[src/rtl/oserdes_pkg.sv]
// Shared types and default word patterns for the serializer word sequencer.
package oserdes_pkg;

  typedef enum logic [1:0] {
    ST_RESET = 2'd0,
    ST_TRAIN = 2'd1,
    ST_RUN   = 2'd2
  } seq_state_e;

  localparam logic [7:0] TRAIN_PATTERN_DEFAULT = 8'h0F;
  localparam logic [7:0] IDLE_PATTERN_DEFAULT  = 8'h00;

endpackage

[src/rtl/oserdes_word_sequencer.sv]
// Word-clock controller for an 8:1 serializer: owns serdes reset and oce,
// runs reset/training bring-up, then streams valid/ready words with idle fill.
module oserdes_word_sequencer
  import oserdes_pkg::*;
#(
  parameter int         RST_CYCLES    = 4,
  parameter int         TRAIN_WORDS   = 8,
  parameter logic [7:0] TRAIN_PATTERN = TRAIN_PATTERN_DEFAULT,
  parameter logic [7:0] IDLE_PATTERN  = IDLE_PATTERN_DEFAULT
) (
  input  logic        clk,
  input  logic        rst,
  input  logic [7:0]  s_data,
  input  logic        s_valid,
  output logic        s_ready,
  input  logic        retrain,
  output logic        serdes_rst,
  output logic        oce,
  output logic [7:0]  d,
  output logic        link_up,
  output logic [15:0] words_sent
);

  localparam int CNT_MAX = (RST_CYCLES > TRAIN_WORDS) ? RST_CYCLES : TRAIN_WORDS;
  localparam int CW      = $clog2(CNT_MAX) + 1;

  localparam logic [CW-1:0] RST_LAST   = CW'(RST_CYCLES - 1);
  localparam logic [CW-1:0] TRAIN_LAST = CW'(TRAIN_WORDS - 1);

  seq_state_e    state_q, state_d;
  logic [CW-1:0] cnt_q, cnt_d;
  logic          serdes_rst_q, serdes_rst_d;
  logic          oce_q, oce_d;
  logic [7:0]    d_q, d_d;
  logic          link_up_q, link_up_d;
  logic [15:0]   words_q, words_d;
  logic          accept;

  // The retrain cycle never accepts, so a presented word is held, not lost.
  assign s_ready = (state_q == ST_RUN) && !retrain;
  assign accept  = s_valid && s_ready;

  always_comb begin
    state_d = state_q;
    cnt_d   = cnt_q;
    case (state_q)
      ST_RESET: begin
        if (cnt_q == RST_LAST) begin
          state_d = ST_TRAIN;
          cnt_d   = '0;
        end else begin
          cnt_d = cnt_q + 1'b1;
        end
      end
      ST_TRAIN: begin
        if (retrain) begin
          cnt_d = '0;
        end else if (cnt_q == TRAIN_LAST) begin
          state_d = ST_RUN;
          cnt_d   = '0;
        end else begin
          cnt_d = cnt_q + 1'b1;
        end
      end
      ST_RUN: begin
        if (retrain) begin
          state_d = ST_TRAIN;
          cnt_d   = '0;
        end
      end
      default: begin
        state_d = ST_RESET;
        cnt_d   = '0;
      end
    endcase
  end

  // Outputs are registered from the next state so they switch on the same
  // edge as the state itself (serdes_rst and oce move together).
  always_comb begin
    serdes_rst_d = 1'b1;
    oce_d        = 1'b0;
    d_d          = IDLE_PATTERN;
    link_up_d    = 1'b0;
    case (state_d)
      ST_TRAIN: begin
        serdes_rst_d = 1'b0;
        oce_d        = 1'b1;
        d_d          = TRAIN_PATTERN;
      end
      ST_RUN: begin
        serdes_rst_d = 1'b0;
        oce_d        = 1'b1;
        d_d          = accept ? s_data : IDLE_PATTERN;
        link_up_d    = 1'b1;
      end
      default: begin
        serdes_rst_d = 1'b1;
        oce_d        = 1'b0;
        d_d          = IDLE_PATTERN;
        link_up_d    = 1'b0;
      end
    endcase
    words_d = accept ? words_q + 16'd1 : words_q;
  end

  always_ff @(posedge clk or posedge rst) begin
    if (rst) begin
      state_q      <= ST_RESET;
      cnt_q        <= '0;
      serdes_rst_q <= 1'b1;
      oce_q        <= 1'b0;
      d_q          <= IDLE_PATTERN;
      link_up_q    <= 1'b0;
      words_q      <= '0;
    end else begin
      state_q      <= state_d;
      cnt_q        <= cnt_d;
      serdes_rst_q <= serdes_rst_d;
      oce_q        <= oce_d;
      d_q          <= d_d;
      link_up_q    <= link_up_d;
      words_q      <= words_d;
    end
  end

  assign serdes_rst = serdes_rst_q;
  assign oce        = oce_q;
  assign d          = d_q;
  assign link_up    = link_up_q;
  assign words_sent = words_q;

endmodule

[config.mk]
export PLATFORM = sky130hd
export DESIGN_NAME = oserdes_word_sequencer
export DESIGN_NICKNAME = d
export VERILOG_FILES = /design/src/rtl/oserdes_pkg.sv /design/src/rtl/oserdes_word_sequencer.sv
export SDC_FILE = /design/constraint.sdc
export NUM_CORES = 1
export LEC_CHECK = 0
export CELL_PAD_IN_SITES_DETAIL_PLACEMENT = 1
export CELL_PAD_IN_SITES_GLOBAL_PLACEMENT = 1
export CORE_ASPECT_RATIO = 0.75
export CORE_UTILIZATION = 36
export CTS_CLUSTER_SIZE = 30
export DETAILED_ROUTE_END_ITERATION = 10
export GPL_TIMING_DRIVEN = 0
export PLACE_DENSITY_LB_ADDON = 0.1
export SLEW_MARGIN = 10
export SYNTH_ARGS = -nofsm -noshare
export SYNTH_HDL_FRONTEND = slang
export SYNTH_SLANG_ARGS = --single-unit
[constraint.sdc]
create_clock -name clk -period 2.35 [get_ports clk]
set_input_delay 0.47 -clock clk [delete_from_list [all_inputs] [get_ports clk]]
set_output_delay 0.47 -clock clk [all_outputs]
set_load 0.1 [all_outputs]
Word level (Yosys, flattened, before mapping)
Cells that the tools add are included.

Register bits after elaboration: 33.

$add $sub $neg: 2. Eq/ne operators: 7. Muxes and demuxes: 15. Reduce and logical (&&, ||, !) cells: 5.

Operators with widths (number): $add A16 B1 Y16 const B (1); $mux W4 (4); $pmux W8 S2 (1); $pmux W4 S3 (1); $mux W2 (4); $mux W8 (1); $pmux W2 S3 (1); $add A4 B1 Y4 const B (1); $eq A2 B1 Y1 const B (2); $eq A2 B2 Y1 const B (2); $eq A4 B2 Y1 const B (1); $eq A4 B3 Y1 const B (1); $mux W1 (3); $logic_and A1 B1 Y1 (2); $logic_not A2 Y1 (1); $ne A2 B2 Y1 const B (1); $reduce_or A2 Y1 (1); $logic_not A1 Y1 (1).

Longest topological paths before layout
Gate-level depths: netlist of run 1.

Depth after elaboration: 7. Mapped depth: 9. Mapped depth without buffers: 9.

Worst setup path before layout of run 1
OpenSTA, ideal clock, no wires.

Path type: register to register. Start point: register state_q[1]. End point: register cnt_q[3]. Library setup time: 119 ps. Data arrival time: 2441 ps. Path slack: -210 ps. Stages on the path, launching flop included: 6. Path buffers: 1. Path through: dfrtp_1 -> buf_2 -> nor3b_2 -> nor2_1 -> xor2_1 -> and2_1.

Word-level cells in the longest chain between the ends: 2. Elaborated cells on any way between the ends: 5. Those cells by class: eq/ne: 3; mux: 1; reduce/logical: 1.

RTL lines: start, declared (line oserdes_word_sequencer.sv:30) `seq_state_e state_q, state_d;`; start signal, assigned (line oserdes_word_sequencer.sv:117) `state_q <= state_d;`; $eq A2 B2 Y1, or another cell as far along (line oserdes_word_sequencer.sv:46) `case (state_q)`; $pmux W4 S3 / $ne A2 B2 Y1 (equally long branches); end signal, assigned (line oserdes_word_sequencer.sv:118) `cnt_q <= cnt_d;`; end, declared (line oserdes_word_sequencer.sv:31) `logic [CW-1:0] cnt_q, cnt_d;`.

Several ways; a longest one is shown, not always the timed one. A chain may end at the register's enable or synchronous reset.

Worst setup path in the final report of run 1
Start point: register words_q[9] (netlist: words_sent[9]). End point: output words_sent[9].

RTL lines: start, declared (line oserdes_word_sequencer.sv:36) `logic [15:0] words_q, words_d;`; start signal, assigned (line oserdes_word_sequencer.sv:123) `words_q <= words_d;`; end, declared (line oserdes_word_sequencer.sv:21) `output logic [15:0] words_sent`.

No word-level cell between the ends.

==> results.ini, run 1 <==
[setup_path]
worstSetupStartpointType = register
worst-path-stages = 1
r2r_end = d[5]
cpPeakStageDelay_ns = 1.16
crit_slowest_cell = clkdlybuf4s50_1
crit_chain = clkdlybuf4s50_1
r2r_setup_slack_ns = 0.20
cp_num_buf_inv = 1
worstSetupStartpoint = words_sent[9]
crit_path_end = words_sent[9]
worstSetupPathType = register to output port
crit_arrival_ns = 1.85
cp_top_family = buffers and inverters
r2r_start = cnt_q[0]
worstPathRequired_ns = 1.88
path_max_fanout = 3
end_kind = output port
reg2regPathDepth = 9

[sta]
fin_hold_ws_ns = 0.493
fmax_ghz = 0.431
finalSetupViolCount = 0
setup_tns_ns = 0
rsz0062_at_grt = false
hold_viol_final = 0
finalMaxSlewViolations = 0
tightest_slew_ns = 0.984
clock_skew_ns = 0.00453
fin_crit_ns = 2.32
fin_crit_sh = 0.987
slew-limit-headroom = 0.342

[floorplan]
io_pins = 40
die_area_mm2 = 0.00436
die_h_um = 57.5
die_w_um = 75.9
start_util = 0.391
row_count = 19
core_area_mm2 = 0.00378

[min_path]
worstHoldStart = words_sent[15]
hold_class = register to register

[routing]
viasPerCell = 4.90
post-route-drc-count = 0
top_layer = met4
dr_total_vias = 1131
wl_per_cell_um = 14.7
wl_um = 3390
wl_met2_um = 1540
wl_met1_um = 1580
wl_met3_um = 212
drt_iter0_drc = 43
ant_nets = 0
first_pass_iters = 4

[place]
hpwlAfterDp_um = 2440
placed_area_mm2 = 0.00194
gp_congestion = 0.697
portBuffers = 39

[synth]
ys_types = 33
syn_area_per_cell_um2 = 11.2
synth-seq-area-share = 0.560
yosysTopAreaCell = dfrtp_1
syn_area_mm2 = 0.00148
ys_ff_latch = 33
yosysMostFrequentCell = dfrtp_1
yosys_warnings = 0
syn_inst = 132
synth_top_area_share = 0.542
syn-num-nets = 148
synth_area_leaders = dfrtp_1, xnor2_1, nand2_1
synth_edf_count = 0
yosys-top-cells-count = dfrtp_1, nand2_1, xnor2_1
async_reset_ff_frac = 1.00
synth_flop_cell = dfrtp_1

[cells_and_area]
finalInstanceArea_mm2 = 0.00207
layout-area-overhead-vs-synth_pct = 40.0
post-route-util = 0.547
diodes = 0
final_layout_size_suffix_gt1_frac = 0.106
nNetsFinal = 194

[clock_network]
clkSlewWorstSetupHoldPaths_ns = 0.07
cts-root-buf = clkbuf_8
cts_tree = done
clk_latency_ns = 0.29
clock-sinks = 33
cts_inserted_buffers = 5
ctsLongestPathBuffers = 2
htreeDepth = 2

[grt]
grt_max_degree = 34
track_usage = 0.178
grt_remaining_overflow = 0
grt_pass1_wl_um = 5930
antenna_found_initial = 0
first_global_vias = 1209

[power_and_ir_drop]
max-vdd-ir-drop_mv = 0.810
p_per_area_mw_per_mm2 = 1010
p_leak_nw = 1.04

[flow_run]
drv_cap = 0

[status]
status = finished clean

where the power goes:
group | total (mW) | leakage (nW) | switching (mW) | internal, mW
sequential | 0.705 | 0.433 | 0.0437 | 0.661
clock | 0.561 | 0.0574 | 0.217 | 0.345
combinational | 0.822 | 0.553 | 0.599 | 0.223
cell families after synthesis:
logic type / after synthesis / share of synthesized area
buffers and inverters: 8 / 0.0212
xor gates and xnor gates: 17 / 0.101
adders and majority gates: 4 / 0.0339
and+or+nand+nor: 54 / 0.214
DFF: 33 / 0.560
AOI/OAI and AO/OA: 15 / 0.0636
muxes: 1 / 0.00678
layout make-up:
cell class / count / area [um2]
Buffer: 3 / 13.8
Clock buffer: 6 / 82.6
Clock inverter: 2 / 37.5
Fill cell: 414 / 1710
Inverter: 5 / 18.8
Multi-Input combinational cell: 91 / 624
Sequential cell: 33 / 827
Tap cell: 52 / 65.1
Timing Repair Buffer: 39 / 398
worst min-delay path by stage:
stage	endpoint	slack, ns	cells past startpoint
floorplan	cnt_q[1]	0.54	2
global placement	words_sent[15]	0.47	1
detailed placement	words_sent[14]	0.48	1
CTS	words_sent[5]	0.50	1
global route	words_sent[15]	0.52	1
finish	words_sent[15]	0.49	1
state kept, by name (all words and copies together) (netlist names):
signal      flops
serdes_rst      1
state_q         2
words_sent     16
d               8
cnt_q           4
link_up         1
oce             1
placed cells by master, fill, tap and decap left out, drive strengths merged, types with 2 or more instances in the layout:
master | netlist | routed
and2 | 7 | 7
dlygate4sd2 | 0 | 6
nor3 | 3 | 3
xnor2 | 11 | 11
inv | 5 | 5
nand3 | 2 | 2
and4 | 2 | 2
dfrtp | 32 | 32
ha | 4 | 4
clkbuf | 2 | 8
buf | 1 | 2
dlymetal6s2s | 0 | 7
o21ai | 3 | 3
xor2 | 6 | 6
nand4 | 4 | 4
nor2 | 11 | 11
nor4 | 2 | 2
nand2 | 15 | 15
nor2b | 2 | 2
a21oi | 6 | 6
clkdlybuf4s50 | 0 | 25
per-layer routing:
| layer | up-vias | track usage |
|---|---|---|
| met1 | 560 | 0.229 |
| met2 | 29 | 0.270 |
| met5 | - | 0 |
| met3 | 7 | 0.0672 |
| li1 | 535 | - |
| met4 | 0 | 0.0824 |
timing repair:
| action | CTS | global route |
|---|---|---|
| gates resized for setup | 12 | 9 |
| hold buffers | 0 | 0 |
| setup endpoints to repair | 7 | 11 |
| endpoints found under the hold margin | 0 | 0 |
| setup buffers | 0 | 0 |
worst reg2reg max path: stages, from the launching register on:
cell      delay (ns)
dfrtp_1         0.41
ha_1            0.24
nand2b_1        0.15
o21ai_0         0.10
o21a_1          0.14
o22a_1          0.19
ha_1            0.39
inv_1           0.08
and4_1          0.19
and2_1          0.17
stage by stage:
stage / std cells / setup WS (ns) / total power, mW
after floorplan: 132 / 0.123 / 1.34
after CTS: 231 / 0.00695 / 2.11
after detailed placement: 223 / -0.809 / 1.55
after global placement: 223 / -0.768 / 1.52
final: 231 / 0.0316 / 2.09
after global routing: 231 / 0.00211 / 2.20
No activity file was read; power rests on OpenSTA's default activity.
==> run 2: changes to the inputs <==
--- a/config.mk
+++ b/config.mk
@@ -7,7 +7,7 @@
 export LEC_CHECK = 0
 export CELL_PAD_IN_SITES_DETAIL_PLACEMENT = 1
 export CELL_PAD_IN_SITES_GLOBAL_PLACEMENT = 1
-export CORE_ASPECT_RATIO = 0.75
+export CORE_ASPECT_RATIO = 2
 export CORE_UTILIZATION = 36
 export CTS_CLUSTER_SIZE = 30
 export DETAILED_ROUTE_END_ITERATION = 10
==> results.ini, run 2 (synthesized netlist as in run 1, its figures left out) <==
[grt]
grt_pass1_wl_um = 5940
grt_max_degree = 34
antenna_found_initial = 0
track_usage = 0.193
grt_remaining_overflow = 0
first_global_vias = 1266

[min_path]
hold_depth = 1
min_to = words_sent[15]
worstHoldStart = words_sent[15]
hold_class = register to register

[power_and_ir_drop]
power_mw = 2.08
p_per_area_mw_per_mm2 = 1000
max-vdd-ir-drop_mv = 0.926
p_leak_nw = 1.10

[routing]
viasPerCell = 4.99
post-route-drc-count = 0
ant_nets = 0
dr_total_vias = 1147
wl_per_cell_um = 15.0
wl_um = 3440
first_pass_iters = 4
drt_iter0_drc = 2

[sta]
fin_hold_ws_ns = 0.478
finalMaxSlewViolations = 0
finalSetupViolCount = 0
fin_crit_ns = 2.30
fin_crit_sh = 0.977
hold_viol_final = 0
rsz0062_at_grt = false
clock_skew_ns = 0.00620
tightest_slew_ns = 1.01
fmax_ghz = 0.436
slew-limit-headroom = 0.325

[setup_path]
worstPathRequired_ns = 1.88
cpPeakStageDelay_ns = 1.15
crit_arrival_ns = 1.83
reg2regPathDepth = 9
crit_chain = clkdlybuf4s50_1
cp_top_family = buffers and inverters
end_kind = output port
r2r_start = cnt_q[0]
cp_num_buf_inv = 1
r2r_setup_slack_ns = 0.21
path_max_fanout = 3
r2r_end = d[5]
worstSetupPathType = register to output port
crit_slowest_cell = clkdlybuf4s50_1
worstSetupStartpointType = register

[clock_network]
cts-root-buf = clkbuf_8
cts_inserted_buffers = 5
htreeDepth = 2
cts_tree = done
clkSlewWorstSetupHoldPaths_ns = 0.07
cts_hold_buf = 0
clock-sinks = 33
ctsLongestPathBuffers = 2
clk_latency_ns = 0.28

[flow_run]
drv_cap = 0

[cells_and_area]
final_cell_mix = dfrtp_1, clkdlybuf4s50_1, nand2_1, xnor2_1, dlymetal6s2s_1
layoutNonFillerInstCount = 230
largest_register_ffs = 16
layout_commonest_cell = dfrtp_1
diodes = 0
final_layout_size_suffix_gt1_frac = 0.106
post-route-util = 0.534
nNetsFinal = 194
finalInstanceArea_mm2 = 0.00208
layout-area-overhead-vs-synth_pct = 40.6
fillCellCount = 441

[status]
status = finished clean

[place]
gp_congestion = 0.797
dp.cells = 222
placed_area_mm2 = 0.00194
portBuffers = 39

[floorplan]
row_count = 32
io_pins = 40
die_w_um = 47.3
core_area_mm2 = 0.00388
die_h_um = 92.6
die_area_mm2 = 0.00438
start_util = 0.380

[run 2: changes by cell type in the layout (fill, tap and decap cells not counted), sizes merged]
cell          change
dlymetal6s2s      +3
clkinvlp          -1
clkbuf            +1
dlygate4sd2       -3
[run 2: metal layers]
metal / vias to the layer above / wire length, um / track usage
li1: 536 / - / -
met5: - / 0 / 0
met4: 0 / 75 / 0.0952
met1: 578 / 1240 / 0.206
met2: 27 / 2030 / 0.334
met3: 6 / 87 / 0.0351
[run 2: layout make-up]
class	count	area [um2]	area share
multi-input combinational	91	627	0.302
sequential	33	827	0.398
clock buffer	7	86.3	0.0416
buffer	3	13.8	0.00663
clock inverter	1	30.0	0.0145
timing repair buffer	39	409	0.197
tap	51	63.8	0.0307
inverter	5	18.8	0.00904
[run 2: worst max path at each step]
stage	start	end	slack, ns	cells past startpoint
after floorplan	words_sent[3]	words_sent[15]	0.12	4
after global placement	retrain	s_ready	-0.74	3
after detailed placement	retrain	s_ready	-0.75	3
after CTS	words_sent[8]	words_sent[8]	0.003	1
after global routing	words_sent[9]	words_sent[9]	0.007	1
final	words_sent[9]	words_sent[9]	0.05	1
[run 2: per-stage QoR]
step,TNS [ns],setup WS (ns)
4_1_cts,0,0.00323
3_3_place_gp,-1.71,-0.736
6_report,0,0.0542
3_5_place_dp,-2.00,-0.746
5_1_grt,0,0.00702
2_1_floorplan,0,0.123
[run 2: what timing repair did]
action | CTS | global route
resized for setup | 9 | 13
setup endpoints to repair | 4 | 14
setup buffers | 0 | 0
[run 2: power by group]
group	switching, mW	total, mW	internal (mW)
logic	0.595	0.821	0.227
clock network	0.206	0.552	0.346
registers	0.0473	0.708	0.661
total	0.848	2.08	1.23
